==> src/rtl/crc_pkg.sv <==
// rtl/crc_pkg.sv - shared CRC32 constants, block size default and packer state type
package crc_pkg;

  // Words per CRC block unless the instantiating design overrides it.
  localparam int WORDS_PER_BLOCK_DEF = 101;

  // Reflected CRC32 polynomial and the init/xorout value used by the CRC stage.
  localparam logic [31:0] CRC32_POLY   = 32'hEDB88320;
  localparam logic [31:0] CRC32_INIT   = 32'hFFFFFFFF;
  localparam logic [31:0] CRC32_XOROUT = 32'hFFFFFFFF;

  // FILL accepts bytes, GAP holds off the source after a completed block.
  typedef enum logic {
    ST_FILL = 1'b0,
    ST_GAP  = 1'b1
  } pack_state_t;

  // Drop one byte into its lane of a word; lane 0 is the most significant byte.
  function automatic logic [31:0] put_lane(input logic [31:0] word,
                                           input logic [1:0]  lane,
                                           input logic [7:0]  value);
    logic [31:0] r;
    r = word;
    case (lane)
      2'd0:    r[31:24] = value;
      2'd1:    r[23:16] = value;
      2'd2:    r[15:8]  = value;
      default: r[7:0]   = value;
    endcase
    return r;
  endfunction

endpackage

==> src/rtl/crc_word_packer.sv <==
// rtl/crc_word_packer.sv - byte-to-word packer feeding the CRC stage; CRC_PACK_PAD_EN enables byte_last padding
module crc_word_packer
  import crc_pkg::*;
#(
  parameter int         WORDS_PER_BLOCK = WORDS_PER_BLOCK_DEF,
  parameter logic [7:0] PAD_BYTE        = 8'h00,
  parameter int         GAP_CYCLES      = 2
) (
  input  logic                                   clk,
  input  logic                                   reset,
  input  logic [7:0]                             byte_in,
  input  logic                                   byte_valid,
  input  logic                                   byte_last,
  output logic                                   byte_ready,
  output logic [31:0]                            data_out,
  output logic                                   out_valid,
  output logic                                   block_done,
  output logic [$clog2(WORDS_PER_BLOCK+1)-1:0]   word_count
);

  localparam int CW = $clog2(WORDS_PER_BLOCK + 1);
  localparam int GW = (GAP_CYCLES > 1) ? $clog2(GAP_CYCLES) : 1;
  localparam logic [CW-1:0] LAST_WORD = CW'(WORDS_PER_BLOCK);
  localparam logic [GW-1:0] GAP_END   = GW'((GAP_CYCLES > 0) ? GAP_CYCLES - 1 : 0);

  pack_state_t   state;
  logic [1:0]    lane;
  logic [31:0]   acc_word;
  logic [GW-1:0] gap_cnt;

  logic          accept;
  logic          word_end;
  logic [31:0]   word_next;
  logic [CW-1:0] count_next;

`ifdef CRC_PACK_PAD_EN
`else
  // Frame boundaries do not affect packing in the unpadded build.
  logic unused_last;
  assign unused_last = byte_last;
`endif

  // Accept qualification, next packed word and the count the next emitted word will carry.
  always_comb begin
    accept    = byte_valid && byte_ready;
    word_next = put_lane(acc_word, lane, byte_in);
`ifdef CRC_PACK_PAD_EN
    // acc_word starts each word as all PAD_BYTE, so a short word is already padded.
    word_end  = accept && ((lane == 2'd3) || byte_last);
`else
    word_end  = accept && (lane == 2'd3);
`endif
    // The count of a finished block is shown for one cycle, then restarts from zero.
    count_next = (block_done ? '0 : word_count) + 1'b1;
  end

  // FILL/GAP sequencing, lane packing, word emission and block counting.
  always_ff @(posedge clk or posedge reset) begin
    if (reset) begin
      state      <= ST_FILL;
      byte_ready <= 1'b1;
      lane       <= 2'd0;
      acc_word   <= {4{PAD_BYTE}};
      gap_cnt    <= '0;
      data_out   <= 32'h0;
      out_valid  <= 1'b0;
      block_done <= 1'b0;
      word_count <= '0;
    end else begin
      out_valid  <= 1'b0;
      block_done <= 1'b0;
      if (block_done) begin
        word_count <= '0;
      end
      case (state)
        ST_FILL: begin
          if (word_end) begin
            lane       <= 2'd0;
            acc_word   <= {4{PAD_BYTE}};
            data_out   <= word_next;
            out_valid  <= 1'b1;
            word_count <= count_next;
            if (count_next == LAST_WORD) begin
              block_done <= 1'b1;
              if (GAP_CYCLES > 0) begin
                state      <= ST_GAP;
                byte_ready <= 1'b0;
                gap_cnt    <= '0;
              end
            end
          end else if (accept) begin
            lane     <= lane + 2'd1;
            acc_word <= word_next;
          end
        end
        ST_GAP: begin
          if (gap_cnt == GAP_END) begin
            state      <= ST_FILL;
            byte_ready <= 1'b1;
          end else begin
            gap_cnt <= gap_cnt + 1'b1;
          end
        end
        default: begin
          state      <= ST_FILL;
          byte_ready <= 1'b1;
        end
      endcase
    end
  end

endmodule

==> config.mk <==
export PLATFORM = sky130hd
export DESIGN_NAME = crc_word_packer
export DESIGN_NICKNAME = d
export VERILOG_FILES = /design/src/rtl/crc_pkg.sv /design/src/rtl/crc_word_packer.sv
export SDC_FILE = /design/constraint.sdc
export NUM_CORES = 1
export LEC_CHECK = 0
export BUFFER_PORTS_ARGS = -buffer_cell sky130_fd_sc_hd__buf_2
export CORE_UTILIZATION = 55
export DETAILED_ROUTE_END_ITERATION = 8
export PLACE_DENSITY = 0.86
export SYNTH_ARGS = -nofsm -noshare
export SYNTH_HDL_FRONTEND = slang
export SYNTH_SLANG_ARGS = --single-unit
==> constraint.sdc <==
create_clock -name clk -period 2.6 [get_ports clk]
set_clock_uncertainty 0.05 [all_clocks]
set_input_delay 0.26 -clock clk [delete_from_list [all_inputs] [get_ports clk]]
set_output_delay 0.26 -clock clk [all_outputs]
set_load 0.01 [all_outputs]
; Word level (Yosys, flattened, before mapping)
; Cells that the tools add are included.
[word_totals]
wordCells = 53
input_bits = 12
ff_bits = 78
out_inout_bits = 42
[classes]
n_eq_ne = 7
bitwise = 1
addsub = 3
mux = 24
n_reduce_logical = 9
[ops]
columns = cell, count
row1 = $mux 32, 2
row2 = $mux 8, 4
row3 = $mux 7, 3
row4 = $mux 1, 10
row5 = $add 7x1->7 const B, 1
row6 = $eq 7x7->1 const B, 1
row7 = $pmux 1 s2, 3
row8 = $reduce_and 2->1, 3
row9 = $eq 2x2->1 const B, 2
row10 = $mux 2, 2
row11 = $ne 2x2->1 const B, 2
row12 = $reduce_and 3->1, 1
row13 = $reduce_or 3->1, 1
row14 = $add 2x1->2 const B, 1
row15 = $eq 2x1->1 const B, 1
row16 = $logic_and 1x1->1, 2
row17 = $logic_not 2->1, 1
row18 = $ne 2x1->1 const B, 1
row19 = $reduce_bool 2->1, 1
row20 = $add 1x1->1 const B, 1
row21 = $not 1->1, 1

; Depth between registers and ports, before layout
[logic_depth]
ltp_word = 6
ltp_mapped = 7
mapped_depth_nobuf = 6

; Worst setup path before layout
; No wires, ideal clock.
[synth_timing]
kind = flip-flop to flip-flop
from = register block_done
to = register word_count[6]
slack_ns = 0.733
arrival_time_ns = 1.740
setup_ns = 0.078
period_less_slack_ns = 1.867
required_time_ns = 2.472
stages_incl_launch_ff = 7
n_path_buf = 1
path_cell_list = dfrtp_1 -> clkbuf_1 -> nor2b_1 -> ha_1 -> nand3_1 -> or4_1 -> a21oi_1
[synth_via]
elab_chain_cells = 4
[synth_lines]
columns = item, line_no
row1 = "start, declared", crc_word_packer.sv:17  ; output logic block_done,
row2 = "start signal, assigned", crc_word_packer.sv:67  ; block_done <= 1'b0;
row3 = "start signal, assigned", crc_word_packer.sv:71  ; block_done <= 1'b0;
row4 = "start signal, assigned", crc_word_packer.sv:84  ; block_done <= 1'b1;
row5 = $mux 7 (*), "crc_word_packer.sv:54, crc_word_packer.sv:72"
row6 = $add 7x1->7, crc_word_packer.sv:54  ; count_next = (block_done ? '0 : word_count) + 1'b1;
row7 = $mux 7, crc_word_packer.sv:77  ; if (word_end) begin
row8 = $mux 7 (*), crc_word_packer.sv:75  ; case (state)
row9 = "end signal, assigned", crc_word_packer.sv:82  ; word_count <= count_next;
row10 = "end, declared", crc_word_packer.sv:18  ; output logic [$clog2(WORDS_PER_BLOCK+1)-1:0] word_count
; Every way passes the cells marked *; elsewhere a longest branch is shown, timed or not.
; A chain may end at the register's enable or synchronous reset.

; Final worst setup path
; Same ends and word-level chain as after synthesis.

==> summary.txt <==
Run status
  – Status: finished, violations left
  – Violated checks: DRC

Synthesis
  – Syn Area/Cell: 9.80 sq um
  – Seq/Total Area, Yosys: 56.1%
  – Yosys warning total: 0
  – Mapped Nets: 337
  – Yosys cell types: 36
  – Synth Cell Area: between 0.003 and 0.004 sq mm
  – Synth area leaders: dfrtp_1 (55%), nand2_1 (8.3%), o21ai_0 (7.2%), a21oi_1 (6.1%), nor2b_1 (3.6%)
  – FF+latch count, synth: 70
  – Yosys top cell by area: dfrtp_1
  – Number of enable flip-flop cells after synthesis: 0
  – Post-synth ARST share: 100%
  – Synth top area share: 55.2%
  – Dominant synthesized flop cell: dfrtp_1
  – Post-Syn Instances: between 300 and 400

Global route
  – Largest net degree at the start of global routing: 57
  – First-pass GRT wire length: 11800 microns
  – All-layer global routing usage: 25.9%
  – Total grt overflow: 0
  – Antenna violations before repair: 0
  – Vias in the first global route: 2596

Placement
  – Placed Cells: roughly 430
  – Port bufs: 52
  – Placed inst area: 0.00346 sq mm
  – Final RePlAce weighted congestion: 0.784
  – Pre-CTS setup slack: 0.602 ns
  – Post-DP HPWL: 4730 microns

Clock network
  – CTS Root Cell: clkbuf_8
  – Total CTS buffers: 9
  – CTS tree: built
  – Clk_lat worst skew: 0.34 ns
  – Hold-fix buffers, CTS: 1
  – H-tree Lvls: 3
  – Post-CTS setup buffer count: 0
  – CTS max path bufs: 2
  – Post-CTS sizing: 0
  – CTS clk-pin slew, worst paths: 0.07 ns
  – Number of clock sinks: 70

STA
  – Final slew viol count: 0
  – Crit share post-route: between 70 and 80%
  – Hold Violations, Final: 0
  – Slew HR: 53.1%
  – Final setup violation count: 0
  – Min cycle time layout: roughly 2.0 ns
  – Max Clk Rate: about 500 MHz
  – Hold slack: 0.168 ns
  – RSZ-0062 raised after global routing: no
  – Final worst slack: 0.593 ns
  – TNS Setup: 0 ns
  – Measured slew at the worst slew-check pin: approximately 0.7 ns

Run
  – Number of max-cap violations: 0

Setup path
  – CP Capture Type: flop
  – Worst-path cell with the longest stage delay: dfrtp_1
  – Critical path required time: 2.81 ns
  – Crit path max-delay family: simple AND/OR/NAND/NOR gates
  – Arr. time, crit path: 2.22 ns
  – Worst Setup Start Kind: flop
  – CP Buf/Inv Count: 0
  – CP Class: flop to flop
  – Slowest stage delay, CP: 0.50 ns
  – Crit-path cells: nor2b_1 > ha_1 > nand3_1 > or4_1 > a21oi_1
  – Worst-path fanout max: 11

Layout
  – # fillers: 424
  – Area grow syn2layout: 17.1%
  – Nets: 390
  – Antenna fix cells: 0
  – Finished Layout Cells: 448
  – Finished Cell Area: 0.00366 sq mm
  – FF/Latch Area: 0.00175 sq mm
  – Layout cells sized above 1: 21.3%
  – Multi-input gate area: 0.00127 sq mm
  – Most frequent cells in the layout: nand2_1 (69), dfrtp_1 (69), buf_2 (52), o21ai_0 (45), a21oi_1 (38)

Detailed routing
  – Vias: between 2000 and 3000
  – Vias/cell: between 5 and 6
  – # DRC: 2
  – Number of routed nets with antenna violations: 0
  – Routed wire per std cell: about 16 microns
  – Initial DRC count: approximately 190
  – Final wirelength: 6950 microns
  – TritonRoute pass-1 iters: 6

Die
  – Core box area: ~0.0055 sq mm
  – Die Ht: 77.4 microns
  – Die width: 77.4 microns
  – Die area: ~0.0060 sq mm
  – Num rows: 27
  – Initial Util: between 50% and 60%
  – Io pins: 54

Pwr
  – Leakage power: 1.79 nW
  – Maximum vdd ir drop: 0.478 mV
  – Pwr dens: around 1200 mW/mm^2

Worst hold path
  – HP Class: input port to flop
worst reg2reg max path, delay by kind of cell (launching register included):
family,cells,cell delay (ns)
flops,1,0.50
compound gates,1,0.17
simple gates,3,0.92
fa+ha+maj,1,0.27
cell type report:
class	count	area share (%)
clock inverters	5	1.37
multi-input cells	224	34.7
inverters	7	0.718
clock buffers	10	3.76
flip-flops and latches	70	47.9
well taps	72	2.46
repair buffers	60	9.16
registers in the layout, indices dropped and copies added, names as in the netlist:
register    count
acc_word       24
lane            2
gap_cnt         1
data_out       32
word_count      7
state           1
byte_ready      1
out_valid       1
block_done      1
metrics by stage:
step           util, %  total power [mW]
2_1_floorplan        -              2.87
3_3_place_gp      62.9              3.33
3_5_place_dp      62.9              3.45
4_1_cts           66.5              4.32
5_1_grt           66.5              4.62
6_report          66.5              4.30
path summary, 6_finish.rpt:
path	from	to	slack (ns)	depth (start not counted)
min reg2reg	data_out[0]	data_out[0]	0.42	2
max	block_done	word_count[6]	0.59	5
min	byte_in[3]	data_out[3]	0.17	3
max reg2reg	block_done	word_count[6]	0.59	5
min in group asynchronous	reset	data_out[0]	0.53	3
max in group asynchronous	reset	data_out[31]	1.33	4
per-layer routing:
| metal | vias up | part of all wire, % | global-route usage [%] |
|---|---|---|---|
| li1 | 1204 | - | - |
| met3 | 18 | 4.2 | 6.94 |
| met2 | 69 | 52 | 43.6 |
| met1 | 1236 | 41 | 29.8 |
| met5 | - | 0 | 0 |
| met4 | 0 | 2.6 | 14.2 |
power by group:
group	switching, mW	internal (mW)
logic	0.938	0.671
clock network	0.394	0.457
registers	0.279	1.56
synthesized netlist by cell type, types with 2 or more instances:
cell / number
nor2b_1: 18
or4_1: 2
o31ai_1: 2
xor2_1: 2
and4b_1: 2
clkbuf_1: 14
a21oi_1: 38
a22o_1: 7
ha_1: 6
xnor2_1: 2
mux2i_1: 8
inv_1: 7
nand2_1: 69
nor2_1: 3
or3_1: 2
dfrtp_1: 69
o21ai_0: 45
nand3_1: 4
a32o_1: 2
kinds of logic after synthesis:
family	synth area share, %
and+or+nand+nor	17.4
AOI/OAI and AO/OA	16.7
muxes	2.92
xor gates and xnor gates	1.12
DFF	56.1
buffers and inverters	3.32
adders and majority gates	2.40
(Power assumes the default switching activity.)
